**src/rtl/c_fork_split5_pkg.sv**
```systemverilog
// Shared definitions for the five-way fork/split controller.
//   state_t : controller state encoding (2 bits)
//   N_CH    : number of downstream channels
package c_fork_split5_pkg;

  localparam int N_CH = 5;

  typedef enum logic [1:0] {
    ST_IDLE    = 2'd0,
    ST_WAIT    = 2'd1,
    ST_RELEASE = 2'd2
  } state_t;

endpackage

```
**src/rtl/c_free_collect.sv**
```systemverilog
// Pending-mask register that tracks which downstream channels still owe
// a free pulse.
//   clk, rstn  : clock, asynchronous active-low reset
//   set_all    : load the mask with all ones (token accepted)
//   clr_en     : per-bit clears are honoured this cycle
//   clr        : per-channel clear requests
//   pending    : current mask
//   all_clear  : mask becomes zero as a result of this cycle's clears
//   dup_clr    : a clear hit a bit that was already zero
module c_free_collect
  import c_fork_split5_pkg::*;
#(
  parameter int N = N_CH
) (
  input  logic         clk,
  input  logic         rstn,
  input  logic         set_all,
  input  logic         clr_en,
  input  logic [N-1:0] clr,
  output logic [N-1:0] pending,
  output logic         all_clear,
  output logic         dup_clr
);

  logic [N-1:0] pending_nxt;

  always_comb begin
    pending_nxt = pending & ~clr;
    all_clear   = clr_en && (pending_nxt == '0);
    // Valid and duplicate clears in the same cycle are independent: the
    // valid bits still clear while the duplicate is flagged.
    dup_clr     = clr_en && (|(clr & ~pending));
  end

  always_ff @(posedge clk or negedge rstn) begin
    if (!rstn) begin
      pending <= '0;
    end else if (set_all) begin
      pending <= '1;
    end else if (clr_en) begin
      pending <= pending_nxt;
    end
  end

endmodule

```
**src/rtl/c_fork_split5.sv**
```systemverilog
// Five-way fork/split controller with drive/free pulse handshake.
// Accepts one upstream token, slices its data into five registered
// channels, pulses every downstream drive, then waits for all five
// downstream frees (any order) before returning one upstream free.
//
//   clk, rstn          : clock, asynchronous active-low reset
//   i_drive, i_data    : upstream token pulse and {ch4,ch3,ch2,ch1,ch0} data
//   o_free             : upstream free pulse
//   o_driveK, o_dataK  : downstream drive pulse and data slice, K = 0..4
//   i_freeK            : downstream free pulse, K = 0..4
//   o_busy             : token in flight
//   o_err              : sticky protocol-error flag
//
// state      | meaning
// -----------+---------------------------------------------------------
// ST_IDLE    | no token; accept i_drive
// ST_WAIT    | drives issued; collecting downstream frees
// ST_RELEASE | o_free pulse cycle; a new i_drive is accepted as in IDLE
module c_fork_split5
  import c_fork_split5_pkg::*;
#(
  parameter  int DATA_WIDTH_O0 = 1,
  parameter  int DATA_WIDTH_O1 = 3,
  parameter  int DATA_WIDTH_O2 = 3,
  parameter  int DATA_WIDTH_O3 = 3,
  parameter  int DATA_WIDTH_O4 = 1,
  localparam int DW_TOT = DATA_WIDTH_O0 + DATA_WIDTH_O1 + DATA_WIDTH_O2
                        + DATA_WIDTH_O3 + DATA_WIDTH_O4
) (
  input  logic                     clk,
  input  logic                     rstn,
  input  logic                     i_drive,
  input  logic [DW_TOT-1:0]        i_data,
  output logic                     o_free,
  output logic                     o_drive0,
  output logic                     o_drive1,
  output logic                     o_drive2,
  output logic                     o_drive3,
  output logic                     o_drive4,
  output logic [DATA_WIDTH_O0-1:0] o_data0,
  output logic [DATA_WIDTH_O1-1:0] o_data1,
  output logic [DATA_WIDTH_O2-1:0] o_data2,
  output logic [DATA_WIDTH_O3-1:0] o_data3,
  output logic [DATA_WIDTH_O4-1:0] o_data4,
  input  logic                     i_free0,
  input  logic                     i_free1,
  input  logic                     i_free2,
  input  logic                     i_free3,
  input  logic                     i_free4,
  output logic                     o_busy,
  output logic                     o_err
);

  localparam int OFF1 = DATA_WIDTH_O0;
  localparam int OFF2 = OFF1 + DATA_WIDTH_O1;
  localparam int OFF3 = OFF2 + DATA_WIDTH_O2;
  localparam int OFF4 = OFF3 + DATA_WIDTH_O3;

  state_t          state;
  logic            drive_q;
  logic [N_CH-1:0] free_vec;
  logic [N_CH-1:0] pending;
  logic            in_wait;
  logic            accept;
  logic            all_clear;
  logic            dup_clr;
  logic            err_evt;

  always_comb begin
    free_vec = {i_free4, i_free3, i_free2, i_free1, i_free0};
    in_wait  = (state == ST_WAIT);
    accept   = i_drive && ((state == ST_IDLE) || (state == ST_RELEASE));
    // Drive while busy, duplicate free in WAIT, or any free outside WAIT.
    err_evt  = (in_wait && (i_drive || dup_clr)) || (!in_wait && (|free_vec));
  end

  c_free_collect #(
    .N (N_CH)
  ) u_free_collect (
    .clk       (clk),
    .rstn      (rstn),
    .set_all   (accept),
    .clr_en    (in_wait),
    .clr       (free_vec),
    .pending   (pending),
    .all_clear (all_clear),
    .dup_clr   (dup_clr)
  );

  always_ff @(posedge clk or negedge rstn) begin
    if (!rstn) begin
      state   <= ST_IDLE;
      drive_q <= 1'b0;
      o_free  <= 1'b0;
      o_busy  <= 1'b0;
      o_err   <= 1'b0;
      o_data0 <= '0;
      o_data1 <= '0;
      o_data2 <= '0;
      o_data3 <= '0;
      o_data4 <= '0;
    end else begin
      drive_q <= 1'b0;
      o_free  <= 1'b0;
      case (state)
        ST_IDLE, ST_RELEASE: begin
          if (accept) begin
            o_data0 <= i_data[0    +: DATA_WIDTH_O0];
            o_data1 <= i_data[OFF1 +: DATA_WIDTH_O1];
            o_data2 <= i_data[OFF2 +: DATA_WIDTH_O2];
            o_data3 <= i_data[OFF3 +: DATA_WIDTH_O3];
            o_data4 <= i_data[OFF4 +: DATA_WIDTH_O4];
            drive_q <= 1'b1;
            o_busy  <= 1'b1;
            state   <= ST_WAIT;
          end else begin
            state   <= ST_IDLE;
          end
        end
        ST_WAIT: begin
          if (all_clear) begin
            o_free <= 1'b1;
            o_busy <= 1'b0;
            state  <= ST_RELEASE;
          end
        end
        default: begin
          o_busy <= 1'b0;
          state  <= ST_IDLE;
        end
      endcase
      if (err_evt) begin
        o_err <= 1'b1;
      end
    end
  end

  // One shared drive register fans out to all five channels.
  assign o_drive0 = drive_q;
  assign o_drive1 = drive_q;
  assign o_drive2 = drive_q;
  assign o_drive3 = drive_q;
  assign o_drive4 = drive_q;

  // pending is consumed inside the collector; kept visible for debug.
  logic unused_pending;
  assign unused_pending = |pending;

endmodule

```
**config.mk**
```make
export PLATFORM = sky130hd
export DESIGN_NAME = c_fork_split5
export DESIGN_NICKNAME = d
export VERILOG_FILES = /design/src/rtl/c_fork_split5_pkg.sv /design/src/rtl/c_free_collect.sv /design/src/rtl/c_fork_split5.sv
export SDC_FILE = /design/constraint.sdc
export NUM_CORES = 1
export LEC_CHECK = 0
export ABC_CLOCK_PERIOD_IN_PS = 2650
export CORE_AREA = 5 5 53 55
export DETAILED_ROUTE_END_ITERATION = 7
export DIE_AREA = 0 0 58 60
export DONT_BUFFER_PORTS = 1
export PLACE_DENSITY_LB_ADDON = 0.15
export SETUP_SLACK_MARGIN = 0.1
export SLEW_MARGIN = 10
export SYNTH_ARGS = -nofsm -noshare
export SYNTH_HDL_FRONTEND = slang
export SYNTH_HIERARCHICAL = 1
export SYNTH_SLANG_ARGS = --single-unit
```
**constraint.sdc**
```tcl
create_clock -name clk -period 2.65 [get_ports clk]
set_clock_uncertainty 0.1 [all_clocks]
set_input_delay 0.6625 -clock clk [delete_from_list [all_inputs] [get_ports clk]]
set_output_delay 0.6625 -clock clk [all_outputs]
set_load 0.01 [all_outputs]
```
## After elaboration in Yosys (flattened, before gate mapping)

Cells that the tools add are included.

| operators by class | value |
|---|---|
| eq/ne operators | 4 |
| mux-type cells | 12 |
| bitwise gates (word level) | 4 |
| reduce and logical (&&, ||, !) cells | 17 |

Operators with widths:

| cell | count |
|---|---|
| $and 5x5->5 | 2 |
| $mux 5 | 2 |
| $not 5->5 | 2 |
| $reduce_or 5->1 | 2 |
| $mux 1 | 7 |
| $logic_and 1x1->1 | 5 |
| $logic_not 5->1 | 1 |
| $ne 2x2->1 const B | 2 |
| $pmux 2 s2 | 1 |
| $reduce_and 2->1 | 2 |
| $logic_or 1x1->1 | 3 |
| $eq 2x1->1 const B | 1 |
| $eq 2x2->1 const B | 1 |
| $logic_not 2->1 | 1 |
| $mux 2 | 1 |
| $pmux 1 s2 | 1 |
| $reduce_bool 2->1 | 1 |
| $reduce_or 2->1 | 1 |
| $logic_not 1->1 | 1 |

| storage, ports and cells | value |
|---|---|
| bits in registers | 22 |
| bits of input ports | 19 |
| logic and storage cells | 48 |

## Depth between registers and ports, before layout

| depth | value |
|---|---|
| depth after elaboration | 7 |
| depth in mapped cells | 6 |

## Cells and area by module

Netlist, hierarchy kept.

Modules (own cells, without submodules):

| module | instances | cells an instance | area an instance (sq um) |
|---|---|---|---|
| c_fork_split5 | 1 | 47 | 711.9 |
| c_free_collect | 1 | 28 | 265.3 |

## Worst setup path after synthesis

Ideal clock, no wire load.

| path | value |
|---|---|
| path kind | input-to-reg |
| from | in i_free2 |
| to | reg o_err |
| setup time | 137 ps |
| arrival | 1379 ps |
| required time | 2413 ps |
| setup slack | 1035 ps |
| cell stages on the path | 4 |
| path buffers | 0 |
| cells stage by stage | a22o_1 -> o31a_1 -> nor4b_1 -> a32oi_1 |

| on the way | value |
|---|---|
| word-level cells in the longest chain between the ends | 6 |
| elaborated cells on any way between the ends | 8 |

Ends and longest elaborated chain:

| item | RTL line | RTL |
|---|---|---|
| start, declared | c_fork_split5.sv:47 | `input logic i_free2,` |
| $and 5x5->5 | c_free_collect.sv:32 | `dup_clr = clr_en && (\|(clr & ~pending));` |
| $reduce_or 5->1 | c_free_collect.sv:32 |  |
| $logic_and 1x1->1 | c_free_collect.sv:32 |  |
| named net dup_clr | c_fork_split5.sv:66 | `logic dup_clr;` |
| $logic_or 1x1->1 | c_fork_split5.sv:74 | `err_evt = (in_wait && (i_drive \|\| dup_clr)) \|\| (!in_wait && (\|free_vec));` |
| $logic_and 1x1->1 | c_fork_split5.sv:74 |  |
| $logic_or 1x1->1 | c_fork_split5.sv:74 |  |
| end signal, assigned | c_fork_split5.sv:96 | `o_err <= 1'b0;` |
| end signal, assigned | c_fork_split5.sv:133 | `o_err <= 1'b1;` |
| end, declared | c_fork_split5.sv:51 | `output logic o_err` |

The timed path passes the listed nets, and every way through them passes these cells.
A chain may end at the register's enable or synchronous reset.

## Worst setup path in the final report

| path | value |
|---|---|
| from | reg drive_q, in the netlist o_drive0 |
| to | out o_drive1 |

RTL lines:

| item | RTL line | RTL |
|---|---|---|
| start, declared | c_fork_split5.sv:60 | `logic drive_q;` |
| start signal, assigned | c_fork_split5.sv:93 | `drive_q <= 1'b0;` |
| start signal, assigned | c_fork_split5.sv:103 | `drive_q <= 1'b0;` |
| start signal, assigned | c_fork_split5.sv:113 | `drive_q <= 1'b1;` |
| end, declared | c_fork_split5.sv:36 | `output logic o_drive1,` |

No word-level cell between the ends.

==> impl_metrics.csv <==
group,metric,value,unit
logic_synthesis,syn-cell-area,977,µm²
run_status,outcome,"finished, final reports clean",
final_layout,postLayoutCellArea,1020,µm²
logic_synthesis,yosysUniqueCellTypes,23,
global_route,first_global_vias,657,
place,dp_cells,100,
worst_setup_path,required,1.89,ns
final_layout,final_cells,105,
place,portBuffers,0,
logic_synthesis,postSynthNetCount,94,
route,drcViolationCount,0,
global_route,grt_use_total,11.5,%
floorplanning,die_height,60,µm
final_layout,fill_cells,246,
worst_hold_path,hp-class,"reg -> reg",
route,routedWlPerCell,16.6,µm
power_and_ir_drop,leakagePower,0.489,nW
route,finalWirelength,1750,µm
final_layout,fin_nets,95,
place,place_hpwl,1290,µm
final_layout,layout_commonest_cell,"dfrtp_1",
worst_setup_path,worst-setup-path-type,"reg -> out",
timing,period_share,64.3,%
worst_setup_path,arrival,0.94,ns
final_layout,final_cell_mix,"dfrtp_1 (22), mux2_4 (8), inv_1 (7)",
place,placed_cell_area,973,µm²
route,drtIter0Drc,17,
floorplanning,core-area,2340,µm²
global_route,grt_pass1_wl,2990,µm
global_route,grt.overflow.total,0,
place,globalplace.congestion,0.666,
worst_setup_path,start_kind,"flop",
worst_setup_path,rrSetupSlack,0.94,ns
floorplanning,die_x,58,µm
global_route,antenna_found_initial,0,
cts,clkLatencyLatePin,0.30,ns
timing,final_max_slew_viol_count,0,
cts,cts_sinks,22,
logic_synthesis,syn_inst,75,
cts,clk_pin_slew,0.12,ns
logic_synthesis,synth_seq_area_share,56.3,%
logic_synthesis,ys_ff_latch,22,
power_and_ir_drop,total_power,1.20,mW
route,antenna_left,0,
worst_setup_path,crit_fanout,5,
cts,cts_tree,"done",
final_layout,area_growth_syn_to_layout,4.35,%
cts,cts-root-buf,"clkbuf_4",
route,first_pass_iters,4,
floorplanning,dieArea,3480,µm²
cts,cts_buffers,3,
power_and_ir_drop,power_density,1180,nW/µm²
cts,cts-resized-gates,0,
cts,cts.path.max_buffers,2,
route,route.detailed.vias_per_inst,5.17,
timing,setup_viol,0,
timing,tightest_slew,0.961,ns
cts,cts_max_level,1,
worst_setup_path,critPathCaptureType,"primary output",
final_layout,drive_gt1_share,24.0,%
route,vias,543,
logic_synthesis,syn_avg_cell_area,13.0,µm²
global_route,grt_max_degree,23,
timing,setup_tns,0,ns
final_layout,antenna_cells,0,
logic_synthesis,yosys_warnings,6,
timing,rsz0062_at_grt,"false",
floorplanning,ios,38,
timing,max_slew_margin,35.7,%
floorplanning,rows,18,
timing,hold_viol_final,0,
power_and_ir_drop,ir_worst_vdd,0.000544,V
run,cap_violations,0,
floorplanning,start_util,41.7,%
timing,period_needed,1.71,ns
timing,max_freq,0.586,GHz
==> path summary, 6_finish.rpt <==
kind,startpoint,end,cells past startpoint
min in group asynchronous,rstn,o_err,1
hold reg to reg,u_free_collect/pending[2],u_free_collect/pending[2],1
hold / removal,u_free_collect/pending[2],u_free_collect/pending[2],1
setup / recovery,o_drive0,o_drive1,0
max in group asynchronous,rstn,o_data2[1],1
setup reg to reg,state[1],o_busy,6
==> power by group <==
part	internal, mW	switching [mW]
clock network	0.0837	0.0955
logic	0.214	0.146
registers	0.488	0.178
total	0.786	0.419
==> layout make-up <==
| cell class | count | area, µm² | share of cell area (%) |
|---|---|---|---|
| Clock buffer | 4 | 36.3 | 3.56 |
| Inverter | 7 | 26.3 | 2.58 |
| Multi-Input combinational cell | 41 | 359 | 35.2 |
| Sequential cell | 22 | 551 | 54.0 |
| Tap cell | 30 | 37.5 | 3.68 |
| Timing Repair Buffer | 1 | 10.0 | 0.982 |
==> cell usage after synthesis (all sizes together) <==
cell type / n / area, µm²
dfrtp: 22 / 551
mux2: 11 / 154
inv: 7 / 26.3
a21o: 5 / 38.8
buf: 5 / 41.3
nand2: 5 / 18.8
nor2: 4 / 15.0
nand2b: 3 / 18.8
and2: 2 / 12.5
a221oi: 1 / 15.0
a22o: 1 / 8.76
a32oi: 1 / 8.76
nor2b: 1 / 13.8
nor4: 1 / 6.26
nor4b: 1 / 8.76
o2111ai: 1 / 8.76
o21bai: 1 / 7.51
o22ai: 1 / 6.26
o2bb2ai: 1 / 8.76
o31a: 1 / 8.76
==> sequential cells by signal, indices dropped and copies added (netlist names) <==
signal	count
o_free	1
o_data2	3
o_drive0	1
o_data1	3
u_free_collect/pending	5
o_err	1
o_data3	3
o_busy	1
o_data0	1
o_data4	1
state	2
==> metal layers <==
metal / global-route usage (%) / vias to the layer above / share of wire [%]
met5: 0 / - / 0
met4: 5.96 / 0 / 1.1
met3: 4.10 / 2 / 8.1
met2: 20.0 / 21 / 51
met1: 12.4 / 265 / 39
li1: - / 255 / -
==> kinds of logic (layout without fill, tap and decap cells) <==
kind of cell | Yosys count | after routing | share of synthesized area (%)
flops | 22 | 22 | 56.3
simple gates | 17 | 17 | 9.60
compound gates | 13 | 13 | 11.4
mux | 11 | 11 | 15.7
buf+inv | 12 | 12 | 6.91
==> timing repair <==
action	in CTS	in global routing
buffers inserted	0	0
hold endpoints to repair	22	0
hold buffers	1	0
==> stage by stage <==
stage	utilization, %	setup WS (ns)	hold slack, ns
floorplan	-	1.03	0.267
global placement	41.6	0.876	0.267
detailed placement	41.6	0.867	0.268
CTS	43.5	0.925	0.387
global route	43.5	0.776	0.378
finish	43.5	0.945	0.398
No activity file was read; power rests on OpenSTA's default activity.
